===== config.mk =====
export PLATFORM = sky130hd
export DESIGN_NAME = reset_sequencer_flat
export DESIGN_NICKNAME = d
export VERILOG_FILES = /design/src/rtl/reset_sequencer_if.sv /design/src/rtl/reset_sequencer.sv /design/src/flat_wrapper.sv
export SDC_FILE = /design/constraint.sdc
export NUM_CORES = 1
export LEC_CHECK = 0
export CAP_MARGIN = 10
export CORE_ASPECT_RATIO = 1.1
export CORE_MARGIN = 2
export CORE_UTILIZATION = 57
export CTS_BUF_LIST = sky130_fd_sc_hd__clkbuf_4
export DETAILED_ROUTE_END_ITERATION = 12
export PLACE_DENSITY_LB_ADDON = 0.05
export REMOVE_ABC_BUFFERS = 1
export SLEW_MARGIN = 0
export SYNTH_ARGS = -nofsm -noshare
export SYNTH_HDL_FRONTEND = slang
export SYNTH_SLANG_ARGS = --single-unit

===== constraint.sdc =====
create_clock -name clk -period 2.3 [get_ports clk]
set_input_delay 0.46 -clock clk [delete_from_list [all_inputs] [get_ports clk]]
set_output_delay 0.46 -clock clk [all_outputs]
set_load 0.05 [all_outputs]

===== src/rtl/reset_sequencer_if.sv =====
// ---------------------------------------------------------------------------
// reset_sequencer_if
//   Groups the board-level reset manager signals so the sequencer and the
//   board top can be connected with a single port.
//
//   Signals:
//     btn              raw reset push-button, active high, asynchronous
//     pll_lock         PLL LOCKED, asynchronous
//     init_done        memory calibration complete, asynchronous
//     rst_out          per-domain synchronous resets, active high
//     busy             high while the sequencer is not in RUN
//     seq_state        ASSERT=0, RELEASE=1, WAIT_INIT=2, RUN=3
//     lock_lost_count  saturating count of PLL lock falling edges
//
//   Modports:
//     master  the reset sequencer (consumes raw inputs, drives resets)
//     slave   the board side (drives raw inputs, consumes resets)
// ---------------------------------------------------------------------------
interface reset_sequencer_if #(
  parameter int NUM_DOMAINS = 3
);
  logic                   btn;
  logic                   pll_lock;
  logic                   init_done;
  logic [NUM_DOMAINS-1:0] rst_out;
  logic                   busy;
  logic [1:0]             seq_state;
  logic [7:0]             lock_lost_count;

  modport master (
    input  btn, pll_lock, init_done,
    output rst_out, busy, seq_state, lock_lost_count
  );

  modport slave (
    output btn, pll_lock, init_done,
    input  rst_out, busy, seq_state, lock_lost_count
  );
endinterface


===== src/rtl/reset_sequencer.sv =====
// ---------------------------------------------------------------------------
// reset_sequencer
//   Board-level reset manager. Synchronises the reset button, PLL lock and
//   memory init_done, debounces the button, holds every reset domain until
//   lock has been stable, then releases the domains one at a time. The last
//   domain (CPU) waits for init_done. A debounced button press or a falling
//   edge of lock restarts the whole sequence.
//
//   Ports:
//     clk    single clock (cpu_clk_g domain)
//     rst_n  asynchronous active-low reset
//     sq     reset_sequencer_if.master (btn, pll_lock, init_done in;
//            rst_out, busy, seq_state, lock_lost_count out)
// ---------------------------------------------------------------------------
module reset_sequencer #(
  parameter int NUM_DOMAINS     = 3,
  parameter int SYNC_STAGES     = 2,
  parameter int DEBOUNCE_CYCLES = 8,
  parameter int HOLD_CYCLES     = 4,
  parameter int STRETCH         = 4
) (
  input  logic                clk,
  input  logic                rst_n,
  reset_sequencer_if.master   sq
);

  typedef enum logic [1:0] {
    ST_ASSERT    = 2'd0,
    ST_RELEASE   = 2'd1,
    ST_WAIT_INIT = 2'd2,
    ST_RUN       = 2'd3
  } state_t;

  localparam int CNT_MAX = (HOLD_CYCLES > STRETCH) ? HOLD_CYCLES : STRETCH;
  localparam int CNT_W   = $clog2(CNT_MAX + 1);
  localparam int DB_W    = $clog2(DEBOUNCE_CYCLES + 1);
  localparam int IDX_W   = $clog2(NUM_DOMAINS);

  localparam logic [CNT_W-1:0] HOLD_LAST    = CNT_W'(HOLD_CYCLES - 1);
  localparam logic [CNT_W-1:0] STRETCH_LAST = CNT_W'(STRETCH - 1);
  localparam logic [DB_W-1:0]  DB_MAX       = DB_W'(DEBOUNCE_CYCLES);
  localparam logic [DB_W-1:0]  DB_PRE       = DB_W'(DEBOUNCE_CYCLES - 1);
  localparam logic [IDX_W-1:0] IDX_LAST     = IDX_W'(NUM_DOMAINS - 2);

  // Saturating event counter (sticks at 255).
  function automatic logic [7:0] sat_inc8(input logic [7:0] v);
    return (v == 8'hFF) ? v : v + 8'd1;
  endfunction

  // Debounce counter: clears on a low sample, saturates at DEBOUNCE_CYCLES.
  function automatic logic [DB_W-1:0] db_next(input logic s, input logic [DB_W-1:0] c);
    if (!s)          return '0;
    if (c == DB_MAX) return c;
    return c + DB_W'(1);
  endfunction

  logic [SYNC_STAGES-1:0] btn_sync_p0, lock_sync_p0, init_sync_p0;
  logic                   btn_s, lock_s, init_s;
  logic                   lock_d_p1;
  logic [DB_W-1:0]        db_cnt_p1;
  logic                   press_p1;
  logic [7:0]             lock_lost_cnt;
  logic                   lock_fall, restart;

  state_t                 state, state_nx;
  logic [CNT_W-1:0]       cnt, cnt_nx;
  logic [IDX_W-1:0]       idx, idx_nx;
  logic [NUM_DOMAINS-1:0] rst_out_r, rst_out_nx;

  assign btn_s  = btn_sync_p0[SYNC_STAGES-1];
  assign lock_s = lock_sync_p0[SYNC_STAGES-1];
  assign init_s = init_sync_p0[SYNC_STAGES-1];

  // Stage p0: synchronisers; stage p1: edge detect, debounce, press pulse.
  // press is registered so it fires exactly once, on the cycle db_cnt
  // first reads DEBOUNCE_CYCLES.
  always_ff @(posedge clk or negedge rst_n) begin
    if (!rst_n) begin
      btn_sync_p0   <= '0;
      lock_sync_p0  <= '0;
      init_sync_p0  <= '0;
      lock_d_p1     <= 1'b0;
      db_cnt_p1     <= '0;
      press_p1      <= 1'b0;
      lock_lost_cnt <= '0;
    end else begin
      btn_sync_p0   <= {btn_sync_p0[SYNC_STAGES-2:0], sq.btn};
      lock_sync_p0  <= {lock_sync_p0[SYNC_STAGES-2:0], sq.pll_lock};
      init_sync_p0  <= {init_sync_p0[SYNC_STAGES-2:0], sq.init_done};
      lock_d_p1     <= lock_s;
      db_cnt_p1     <= db_next(btn_s, db_cnt_p1);
      press_p1      <= btn_s && (db_cnt_p1 == DB_PRE);
      if (lock_fall) lock_lost_cnt <= sat_inc8(lock_lost_cnt);
    end
  end

  assign lock_fall = lock_d_p1 & ~lock_s;
  // A simultaneous press and lock drop is a single restart.
  assign restart   = press_p1 | lock_fall;

  // Sequencer state register; rst_out resets to all ones so an async reset
  // mid-sequence can only set bits, never glitch them low.
  always_ff @(posedge clk or negedge rst_n) begin
    if (!rst_n) begin
      state     <= ST_ASSERT;
      cnt       <= '0;
      idx       <= '0;
      rst_out_r <= '1;
    end else begin
      state     <= state_nx;
      cnt       <= cnt_nx;
      idx       <= idx_nx;
      rst_out_r <= rst_out_nx;
    end
  end

  always_comb begin
    state_nx   = state;
    cnt_nx     = cnt;
    idx_nx     = idx;
    rst_out_nx = rst_out_r;
    if (restart) begin
      state_nx   = ST_ASSERT;
      cnt_nx     = '0;
      idx_nx     = '0;
      rst_out_nx = '1;
    end else begin
      case (state)
        ST_ASSERT: begin
          rst_out_nx = '1;
          if (!lock_s) begin
            cnt_nx = '0;
          end else if (cnt == HOLD_LAST) begin
            state_nx = ST_RELEASE;
            cnt_nx   = '0;
            idx_nx   = '0;
          end else begin
            cnt_nx = cnt + CNT_W'(1);
          end
        end
        ST_RELEASE: begin
          if (cnt == STRETCH_LAST) begin
            rst_out_nx[idx] = 1'b0;
            cnt_nx          = '0;
            idx_nx          = idx + IDX_W'(1);
            // The CPU domain is left for WAIT_INIT.
            if (idx == IDX_LAST) state_nx = ST_WAIT_INIT;
          end else begin
            cnt_nx = cnt + CNT_W'(1);
          end
        end
        ST_WAIT_INIT: begin
          if (init_s) begin
            rst_out_nx[NUM_DOMAINS-1] = 1'b0;
            state_nx                  = ST_RUN;
          end
        end
        ST_RUN: begin
          rst_out_nx = '0;
        end
        default: begin
          state_nx   = ST_ASSERT;
          cnt_nx     = '0;
          idx_nx     = '0;
          rst_out_nx = '1;
        end
      endcase
    end
  end

  assign sq.rst_out         = rst_out_r;
  assign sq.busy            = (state != ST_RUN);
  assign sq.seq_state       = state;
  assign sq.lock_lost_count = lock_lost_cnt;

endmodule


===== src/flat_wrapper.sv =====
// flat-port wrapper written by rule: the top's interface ports become plain ports
module reset_sequencer_flat 
#(
  parameter int NUM_DOMAINS     = 3,
  parameter int SYNC_STAGES     = 2,
  parameter int DEBOUNCE_CYCLES = 8,
  parameter int HOLD_CYCLES     = 4,
  parameter int STRETCH         = 4
)
  (clk, rst_n, sq_btn, sq_pll_lock, sq_init_done, sq_rst_out, sq_busy, sq_seq_state, sq_lock_lost_count);
  reset_sequencer_if #(.NUM_DOMAINS(NUM_DOMAINS)) sq_i ();
  input  logic clk;
  input  logic rst_n;
  input wire logic [$bits(sq_i.btn)-1:0] sq_btn;
  input wire logic [$bits(sq_i.pll_lock)-1:0] sq_pll_lock;
  input wire logic [$bits(sq_i.init_done)-1:0] sq_init_done;
  output wire logic [$bits(sq_i.rst_out)-1:0] sq_rst_out;
  output wire logic [$bits(sq_i.busy)-1:0] sq_busy;
  output wire logic [$bits(sq_i.seq_state)-1:0] sq_seq_state;
  output wire logic [$bits(sq_i.lock_lost_count)-1:0] sq_lock_lost_count;
  assign sq_i.btn = sq_btn;
  assign sq_i.pll_lock = sq_pll_lock;
  assign sq_i.init_done = sq_init_done;
  assign sq_rst_out = sq_i.rst_out;
  assign sq_busy = sq_i.busy;
  assign sq_seq_state = sq_i.seq_state;
  assign sq_lock_lost_count = sq_i.lock_lost_count;
  reset_sequencer #(.NUM_DOMAINS(NUM_DOMAINS), .SYNC_STAGES(SYNC_STAGES), .DEBOUNCE_CYCLES(DEBOUNCE_CYCLES), .HOLD_CYCLES(HOLD_CYCLES), .STRETCH(STRETCH)) u_core (.clk(clk), .rst_n(rst_n), .sq(sq_i));
endmodule

# Yosys cells after proc, flatten, opt, wreduce, memory -nomap -nowiden
# Cells that the tools add are included.
[classes]
addsub = 4
magnitude_cmp = 2
eq_ne = 15
muxes = 29
n_bitwise = 6
n_reduce_logical = 11
[ops]
columns = ["cell", "count"]
rows = [
  ["$mux W2", 10],
  ["$mux W4", 4],
  ["$mux W3", 5],
  ["$ne A3 B1 Y1 const B", 5],
  ["$pmux W2 S3", 2],
  ["$add A8 B1 Y8 const B", 1],
  ["$eq A8 B8 Y1 const B", 1],
  ["$reduce_bool A4 Y1", 2],
  ["$pmux W3 S2", 1],
  ["$reduce_and A2 Y1", 3],
  ["$reduce_and A6 Y1", 1],
  ["$add A4 B1 Y4 const B", 1],
  ["$eq A2 B1 Y1 const B", 2],
  ["$eq A2 B2 Y1 const B", 2],
  ["$eq A4 B3 Y1 const B", 1],
  ["$eq A4 B4 Y1 const B", 1],
  ["$mux W1", 4],
  ["$pmux W1 S4", 1],
  ["$pmux W2 S2", 1],
  ["$reduce_and A4 Y1", 1],
  ["$add A3 B1 Y3 const B", 1],
  ["$and A3 B3 Y3", 1],
  ["$eq A3 B2 Y1 const B", 1],
  ["$lt A2 B3 Y1 const B", 1],
  ["12 further kinds", 14],
]
[totals]
ff_bits = 30
inputBits = 5
elab_cells = 79

# Longest topological paths before layout
[depth]
depth_word = 9
mapped_depth = 7

# Worst setup path before layout
# OpenSTA, ideal clock, no wires.
[synth_path]
path_kind = "register to register"
start = "reg u_core.state[0], in the netlist u_core.sq.seq_state[0]"
end = "reg u_core.state[0], in the netlist u_core.sq.seq_state[0]"
arrival_time_ps = 1976
required_time_ps = 2177
slack_ps = 201
path_stages_with_launch = 8
n_path_buf = 1
period_less_slack_ps = 2099
cell_sequence = "dfrtp_1 inv_1 ha_1 clkbuf_1 nor2_1 or4b_4 nand4_1 o2bb2ai_1"
[synth_between]
elab_chain_cells = 3
elab_cells_between_ends = 12
cone_classes = "eq/ne: 7; mux: 2; reduce/logical: 3"
[synth_rtl]
columns = ["item", "line", "rtl"]
rows = [
  ["start: declaration", "reset_sequencer.sv:65", "state_t state, state_nx;"],
  ["start signal: assignment", "reset_sequencer.sv:110", "state <= state_nx;"],
  ["$eq A2 B1 Y1 (tied with other cells)", "reset_sequencer.sv:128", "case (state)"],
  ["$ne A3 B1 Y1 (no source line) (tied with other cells)", "n/a", ""],
  ["$reduce_and A6 Y1 (no source line) / $mux W2 (equally long branches)", "n/a", ""],
]
# Parallel ways exist; a longest one is shown, timed or not.
# A chain may end at the register's enable or synchronous reset.

# Final worst setup path
[layout_path]
start = "reg u_core.rst_out_r[0], in the netlist u_core.sq.rst_out[0]"
end = "out sq_rst_out[0]"
[layout_rtl]
columns = ["item", "line", "rtl"]
rows = [
  ["start: declaration", "reset_sequencer.sv:68", "logic [NUM_DOMAINS-1:0] rst_out_r, rst_out_nx;"],
  ["start signal: assignment", "reset_sequencer.sv:113", "rst_out_r <= rst_out_nx;"],
  ["end: declaration", "flat_wrapper.sv:17", "output wire logic [$bits(sq_i.rst_out)-1:0] sq_rst_out;"],
]
# No word-level cell between the ends.

==> metrics <==
Final setup viols=0; Final Non-Filler Cells=a little under 200; layout cells sized above 1=0.111; Worst-path clk slew=approximately 100 ps; Setup crit start=u_core.sq.rst_out[0]; slowest CP cell=clkdlybuf4s50_1; RSZ-0062 raised after global routing=no; Pwr per Cell Area=~1200 nW/um^2; leak pwr=between 0.0007 and 0.0008 uW; # IOs=19; Switch Pwr=around 970 uW; worst slew pin tran=approximately 520 ps; via-per-instance ratio=about 5.7; crit-path cells=clkdlybuf4s50_1; maximum clock path buffer count=2; top cells by area, synth=dfrtp_1 45%, ha_1 10%, dfstp_2 5.2%; critical path fanouts, max=2; Worst slew margin=0.649; Post-synth top cells=27 x dfrtp_1, 12 x ha_1, 12 x nor2_1, 11 x a21oi_1, 10 x inv_1; GP Congestion=around 0.8; hold path startpoint=u_core.lock_sync_p0[0]; Initial Utilization=0.602; largest family of logic cells by synthesized area=simple AND/OR/NAND/NOR gates; Post-Synthesis Cells=~140; switching part of the total=0.446; Final Hold Fails=0; Final Cell Area=between 1500 and 2000 um^2; Vias=1106; sequential area share after synthesis=0.502; initial antenna violation count=0; Post-Place Worst Slack=about 450 ps; DRT antenna net count=0; Slew Limit Fails=0; total core area=roughly 2500 um^2; maxcap violations=0; min Tclk post-route=between 2000 and 2500 ps; Synth Register Bits=30; Crit. End Element=output port; CP Data Arrival Time=approximately 1700 ps; part of the power in the clock network=0.144; Die Y=57.9 um; Layout Skew=10.6 ps; number of enable flip-flop cells after synthesis=0; fmax=roughly 470 MHz; final net count=~180; synth unique cells=34; cell count after placement=between 150 and 200; GR Util All Layers=0.220; # resized after CTS=0; Hold Slack=~350 ps; Root Buffer=clkbuf_4; Post-Syn Area per Cell=10.8 um^2; final WL=approximately 2700 um; simple-gate share of the synthesized area=0.167; WS Path Type=flip-flop to output port; Logic pwr share=0.497; Ys Warns=0; worst endpoint required time=roughly 1800 ps; initial drt markers=31; post-synth top area share=0.450; Synth Area in Compound Gates=0.121; drt pass-1 iters=4; worst path bufs/invs=1; CTS HTree Levels=2; Hold WC Path Type=flip-flop to flip-flop; IO buf count=18; CP Launch Type=flip-flop; Area Growth Syn to Fin=17.0%; largest area contributor in the netlist=dfrtp_1; DP HPWL=a little under 2000 um; grt ovf=0; Die W=53.0 um; die area=3060 um^2; WL/cell=roughly 14 um; CTS tree=done; Sequential Power Share=0.360; Tcrit/Tclk final=0.930; Num CTS Buffers=5; VDD IR max=around 0.00087 V; drc violations=0; first-pass GRT wire length=about 4800 um; Critical Path Max Stage Delay=800 ps; adder-cell area share of the yosys netlist=0.0999; worst r2r src=u_core.sq.seq_state[0]; largest net degree at the start of global routing=31; mux share of post-synthesis cell area=0.0458; Setup TNS Final=0 ps; vias in the first global route=around 1100; row cnt=19; Post-Place Cell Area=between 1500 and 2000 um^2; ant diodes=0; post-CTS setup repair buffer count=0; ys flop type=dfrtp_1; CTS Hold Buffers Added=0; clock sink count=30; Post-synth ARST share=1.00; count leader, synth=dfrtp_1; family with the most delay on the worst path=buffers and inverters; later-pin clock latency in the skew report=about 330 ps; Post-Syn Area=between 1500 and 2000 um^2; Internal Dissipation=1210 uW; setup ws final=roughly 160 ps; xor/xnor share of the synthesized area=0.0233; status=finished clean
==> flip-flops by register name, indices dropped and copies added, names as in the netlist <==
register and flops:
u_core.init_sync_p0 2, u_core.cnt 3, u_core.lock_sync_p0 2, u_core.sq.rst_out 3
u_core.sq.lock_lost_count 8, u_core.press_p1 1, u_core.btn_sync_p0 2, u_core.lock_d_p1 1
u_core.db_cnt_p1 4, u_core.sq.seq_state 2, u_core.idx 2
==> logic make-up (layout without fill, tap and decap cells) <==
group           after synthesis  after routing
xor+xnor                      4              4
simple gates                 46             46
compound gates               27             27
mux                           6              6
fa+ha+maj                    12             12
buf+inv                      14             37
flops                        30             30
==> worst paths after layout <==
check                                               end  slack [ps]  cells past startpoint
setup / recovery                          sq_rst_out[0]         160                      1
hold / removal                   u_core.lock_sync_p0[1]         350                      0
setup reg to reg                 u_core.sq.seq_state[1]         440                      6
hold reg to reg                  u_core.lock_sync_p0[1]         350                      0
max in group asynchronous          u_core.sq.rst_out[1]        1490                      2
min in group asynchronous  u_core.sq.lock_lost_count[2]         510                      2
==> placed cells by master (no fill, tap or decap), drive strengths merged, types with 5 or more instances in the layout <==
cell	count
a21oi	11
clkbuf	7
inv	10
dfrtp	27
ha	12
nor2	12
nand2b	5
clkdlybuf4s50	17
nand2	7
==> area by class of cell <==
| class | instances | area [um^2] |
|---|---|---|
| repair buffers | 19 | 185 |
| well taps | 31 | 38.8 |
| clock inverters | 1 | 3.75 |
| clock buffers | 7 | 52.6 |
| inverters | 10 | 37.5 |
| flip-flops and latches | 30 | 754 |
| fillers | 195 | 738 |
| multi-input cells | 95 | 686 |
==> routing by layer <==
metal  up-vias  GRT usage  part of all wire
met4         0     0.0952             0.012
met1       544      0.262              0.42
met3         4     0.0825             0.053
met5         -          0                 0
met2        29      0.354              0.52
li1        529          -                 -
==> metrics by stage <==
stage | power [uW] | util
after detailed placement | 1870 | 0.682
after floorplan | 1550 | -
after CTS | 2200 | 0.704
after global placement | 1840 | 0.682
final | 2180 | 0.704
after global routing | 2320 | 0.704
==> power by group through the flow <==
stage	sequential (uW)	clock, uW	combinational (uW)
global route	808	341	1170
finish	783	313	1080
global placement	783	0	1050
CTS	784	324	1090
floorplan	1100	0	451
detailed placement	792	0	1080
Note: power is estimated with default switching activity, not from simulation.
==> RTL change 1: new RTL, config.mk and constraints unchanged <==
`STRETCH` is set to 4 in 2 places; all go to 8.
--- a/src/rtl/reset_sequencer.sv
+++ b/src/rtl/reset_sequencer.sv
@@ -17,7 +17,7 @@
   parameter int SYNC_STAGES     = 2,
   parameter int DEBOUNCE_CYCLES = 8,
   parameter int HOLD_CYCLES     = 4,
-  parameter int STRETCH         = 4
+  parameter int STRETCH         = 8
 ) (
   input  logic                clk,
   input  logic                rst_n,
--- a/src/flat_wrapper.sv
+++ b/src/flat_wrapper.sv
@@ -5,7 +5,7 @@
   parameter int SYNC_STAGES     = 2,
   parameter int DEBOUNCE_CYCLES = 8,
   parameter int HOLD_CYCLES     = 4,
-  parameter int STRETCH         = 4
+  parameter int STRETCH         = 8
 )
   (clk, rst_n, sq_btn, sq_pll_lock, sq_init_done, sq_rst_out, sq_busy, sq_seq_state, sq_lock_lost_count);
   reset_sequencer_if #(.NUM_DOMAINS(NUM_DOMAINS)) sq_i ();
Behaviour: no difference found for any inputs over 10 cycles, from zero or initial values and one cycle with rst_n low; that may be too few to reach the edited logic, so the function may still have changed.
==> RTL change 1 against the unedited design <==
Clock power shrank 4%; maximum frequency up 0.55%; global-route usage decreased by 2.2 points; clock skew is 0.0035 ns lower; routed wire length grew 9.4%; via count grew 11%; design area increased by 10%; area after synthesis up 11%; worst hold slack improved by 0.0028 ns; sequential cell count grew 1; utilization is 0.74 points lower; setup slack improved by 0.012 ns; power grew 3.9%; sequential share of layout area is 2.6 points lower; critical path type unchanged.
==> RTL change 1: results (changes against the unedited design) <==
[cells_and_area]
layout-drive-gt1-share = 0.132  ; +0.0208
seq_area_um2 = 779  ; +3.3%
final-clk-cell-share = 0.0271  ; -0.00488
multi_input_area_um2 = 820  ; +20%
multi_input_gates = 112  ; +18%
clock_buffers = 6  ; -1
fill_cells = 204  ; +4.6%
final-nonclk-buf-share = 0.102  ; -0.00320
nets = 198  ; +11%
seq_share = 0.403  ; -0.0265
largest_register_ffs = 8  ; unchanged
non_clock_inverter_count = 12  ; +2
layout.cells.non_filler = 215  ; +11%

[cts]
clk_latency_ns = 0.32

[outcome]
status = finished clean

[drt]
routed_wl_mm = 2.93  ; +9.4%
wl_met1_mm = 1.33  ; +19%
wl_met3_um = 128  ; -9.2%
routed_via_density = 5.70  ; -0.49%

[die]
die_x_um = 55.5  ; +4.8%

[grt]
groute.layer.met3.usage = 0.0597  ; -0.0228
gr-usage-met2 = 0.328  ; -0.0253
track_usage = 0.198  ; -0.0220
grt_pass1_wl_mm = 5.13  ; +6.6%
antenna_found_initial = 0  ; unchanged
grt_start_max_net_pins = 22  ; -29%
grt_pass1_vias = 1144  ; +0.18%
met1_usage = 0.246  ; -0.0166

[power_and_ir_drop]
power.switching_mw = 1.03  ; +6.0%
p_clk_frac = 0.133  ; -0.011
peakVddDrop_mv = 0.856  ; -1.4%
p_leak_nw = 0.826  ; +4.4%

[yosys]
ys_top_cells_by_count = 28 x dfrtp_1, 15 x nand2_1, 12 x ha_1, 12 x inv_1, 10 x nor2_1
avgSynthCellArea_um2 = 10.5  ; -2.6%
yosysSeqAreaShare = 0.468  ; -0.0337
synthArstFlopShare = 1.00  ; unchanged
synth.area.top_cells = dfrtp_1 42%, ha_1 9.0%, dfstp_2 4.7%
ys_ff_latch = 31  ; +3.3%
synthDistinctLibCells = 46  ; +35%

[place]
gp_congestion = 0.793  ; -0.97%
dp_hpwl_mm = 2.17  ; +11%
place_ws_ns = 0.388  ; -0.0615 ns
dp.cells = 207  ; +12%
placed_area_um2 = 1880  ; +11%

[worst_setup_path]
max_stage_delay_ns = 0.85  ; +0.05 ns
reg2reg_to = u_core.idx[1]
worstPathMaxFanout = 8  ; +6
crit_family = buffers and inverters
rrSetupSlack_ns = 0.37  ; -0.07 ns
startpoint = u_core.sq.lock_lost_count[2]

[timing]
skew_ns = 0.00706  ; -0.00351 ns
max_freq_mhz = 470  ; +0.55%
tightest_slew_ns = 0.592  ; +0.0670 ns
whs_ns = 0.356  ; +0.00284 ns

RTL change 1: cell count changes after synthesis, sizes merged, moves of 3 or more:
| cell | unedited run | this run |
|---|---|---|
| nand2b | 5 | 2 |
| o21ai | 3 | 6 |
| nand2 | 7 | 15 |
| nand4 | 1 | 4 |
RTL change 1: kinds of logic (layout without fill, tap and decap cells):
group                    Yosys count  in the layout  share of synthesized area
adder cells (fa/ha/maj)           12             12                     0.0902
XOR/XNOR                           4              4                     0.0211
buffers and inverters             15             39                     0.0391
multiplexers                       8              8                     0.0541
flip-flops                        31             31                      0.468
AND/OR/NAND/NOR                   58             58                      0.202
AO/OA/AOI/OAI                     30             30                      0.126
RTL change 1: worst max path at each step:
| stage | cells after the start | endpoint |
|---|---|---|
| floorplan | 6 | u_core.idx[1] |
| detailed placement | 6 | u_core.idx[1] |
| global route | 1 | sq_lock_lost_count[2] |
| CTS | 1 | sq_rst_out[0] |
| global placement | 6 | u_core.idx[1] |
| finish | 1 | sq_lock_lost_count[2] |
==> RTL change 2: new RTL, same flow settings <==
Made on the original files. Reset style: synchronous (`rst_n`), changed in 2 clocked blocks. Comments in the files are not updated.
--- a/src/rtl/reset_sequencer.sv
+++ b/src/rtl/reset_sequencer.sv
@@ -74,7 +74,7 @@
   // Stage p0: synchronisers; stage p1: edge detect, debounce, press pulse.
   // press is registered so it fires exactly once, on the cycle db_cnt
   // first reads DEBOUNCE_CYCLES.
-  always_ff @(posedge clk or negedge rst_n) begin
+  always_ff @(posedge clk) begin
     if (!rst_n) begin
       btn_sync_p0   <= '0;
       lock_sync_p0  <= '0;
@@ -100,7 +100,7 @@
 
   // Sequencer state register; rst_out resets to all ones so an async reset
   // mid-sequence can only set bits, never glitch them low.
-  always_ff @(posedge clk or negedge rst_n) begin
+  always_ff @(posedge clk) begin
     if (!rst_n) begin
       state     <= ST_ASSERT;
       cnt       <= '0;
Check against the original RTL: differs if rst_n is asserted again (counterexample within 10 cycles, from zero or initial values and one cycle with rst_n low); with rst_n held inactive, the same outputs for 10 cycles.
==> RTL change 2 against the unedited design <==
Via count grew 3.3%; cell count is 7.3% higher; utilization is 0.37 points higher; first-iteration DRC count down 32%; area after synthesis decreased by 2.3%; design area decreased by 0.43%; routed wire length decreased by 4.6%; setup slack improved by 0.065 ns; sequential cell count is the same.
Power is not compared: it rests on default switching activity, and its combinational part moved more than twofold at a synthesized area within 25%.
==> RTL change 2: results (changes against the unedited design) <==
[outcome]
status = finished clean

[place]
gp_congestion = 0.736  ; -8.0%
dp_hpwl_mm = 1.94  ; -0.56%

[yosys]
synth_ff_type = dfxtp_1
ys_top_cells_by_count = 30 x dfxtp_1, 14 x ha_1, 14 x nand2_1
synth.area.top_cells = dfxtp_1 41%, ha_1 12%, and2_1 3.8%
synthArstFlopShare = 0  ; -1.00
yosysSeqAreaShare = 0.409  ; -0.0929
synth_warnings = 0  ; unchanged
synthDistinctLibCells = 43  ; +26%

[drt]
routed_wl_mm = 2.56  ; -4.6%
drt_iter0_drc = 21  ; -32%
routed_via_density = 5.52  ; -3.7%

[grt]
grt_pass1_vias = 1045  ; -8.5%
grt_pass1_wl_mm = 4.28  ; -11%
grt_overflow_total = 0  ; unchanged

[worst_setup_path]
rrSetupSlack_ns = 0.51  ; +0.07 ns
reg2reg_to = u_core.sq.seq_state[0]
worstPathMaxFanout = 7  ; +5
reg2reg_from = u_core.sq.seq_state[1]
cp.arrival_ns = 1.61  ; -0.07 ns
max_stage_delay_ns = 0.85  ; +0.05 ns
startpoint = u_core.sq.seq_state[0]
cp-endpoint = sq_seq_state[0]

[cells_and_area]
nets = 195  ; +9.6%
layout-drive-gt1-share = 0.0852  ; -0.0259

[hold_path]
holdPathEnd = u_core.btn_sync_p0[1]
hold_class = flop to flop
hp-start = u_core.btn_sync_p0[0]

[cts]
ctsHtreeMaxLevel = 2  ; unchanged
clock_path_buffers = 2  ; unchanged

[timing]
slew_headroom = 0.666  ; +0.0165
skew_ns = 0.0110  ; +0.000470 ns

RTL change 2: cell count changes in the layout (fill, tap and decap cells not counted), sizes merged, moves of 4 or more:
cell,unedited run,this run
a21oi,11,4
nand2,7,14
and2,3,9
mux2,4,0
dfrtp,27,0
dfxtp,0,30
RTL change 2: layout make-up:
cell class                      instances  area (µm²)
Multi-Input combinational cell        111         812
Fill cell                             205         722
Sequential cell                        30         601
Timing Repair Buffer                   20         198
Clock buffer                            5        37.5
Tap cell                               31        38.8
Clock inverter                          2        33.8
Inverter                                8        30.0
RTL change 2: kinds of logic (layout without fill, tap and decap cells):
| logic type | after synthesis | in the layout | synth area share |
|---|---|---|---|
| buffers and inverters | 12 | 35 | 0.0375 |
| DFF | 30 | 30 | 0.409 |
| and+or+nand+nor | 57 | 57 | 0.218 |
| xor gates and xnor gates | 4 | 4 | 0.0239 |
| adders and majority gates | 14 | 14 | 0.119 |
| AOI/OAI and AO/OA | 32 | 32 | 0.165 |
| muxes | 4 | 4 | 0.0273 |
RTL change 2: where the power goes:
part / internal, mW / switching (mW) / leakage [nW]
Clock: 0.220 / 0.166 / 0.0387
Combinational: 0.0190 / 0.0183 / 0.369
Sequential: 0.526 / 0.00424 / 0.243
Total: 0.765 / 0.189 / 0.651
RTL change 2: through the flow:
step                      cell area, µm²  hold slack [ns]  cells  worst slack [ns]
final                               1750            0.439    207             0.226
after global routing                1750            0.449    207             0.125
after CTS                           1750            0.443    207            0.0125
after detailed placement            1680            0.423    200             0.381
after global placement              1680            0.413    200             0.399
after floorplan                     1440            0.412    149             0.222
RTL change 2: routing by layer:
metal  global-route usage  vias to the layer above  share of wire
li1                     -                      582              -
met1                0.212                      534           0.44
met2                0.329                       24           0.52
met3               0.0707                        2          0.038
met4               0.0879                        0         0.0090
met5                    0                        -              0
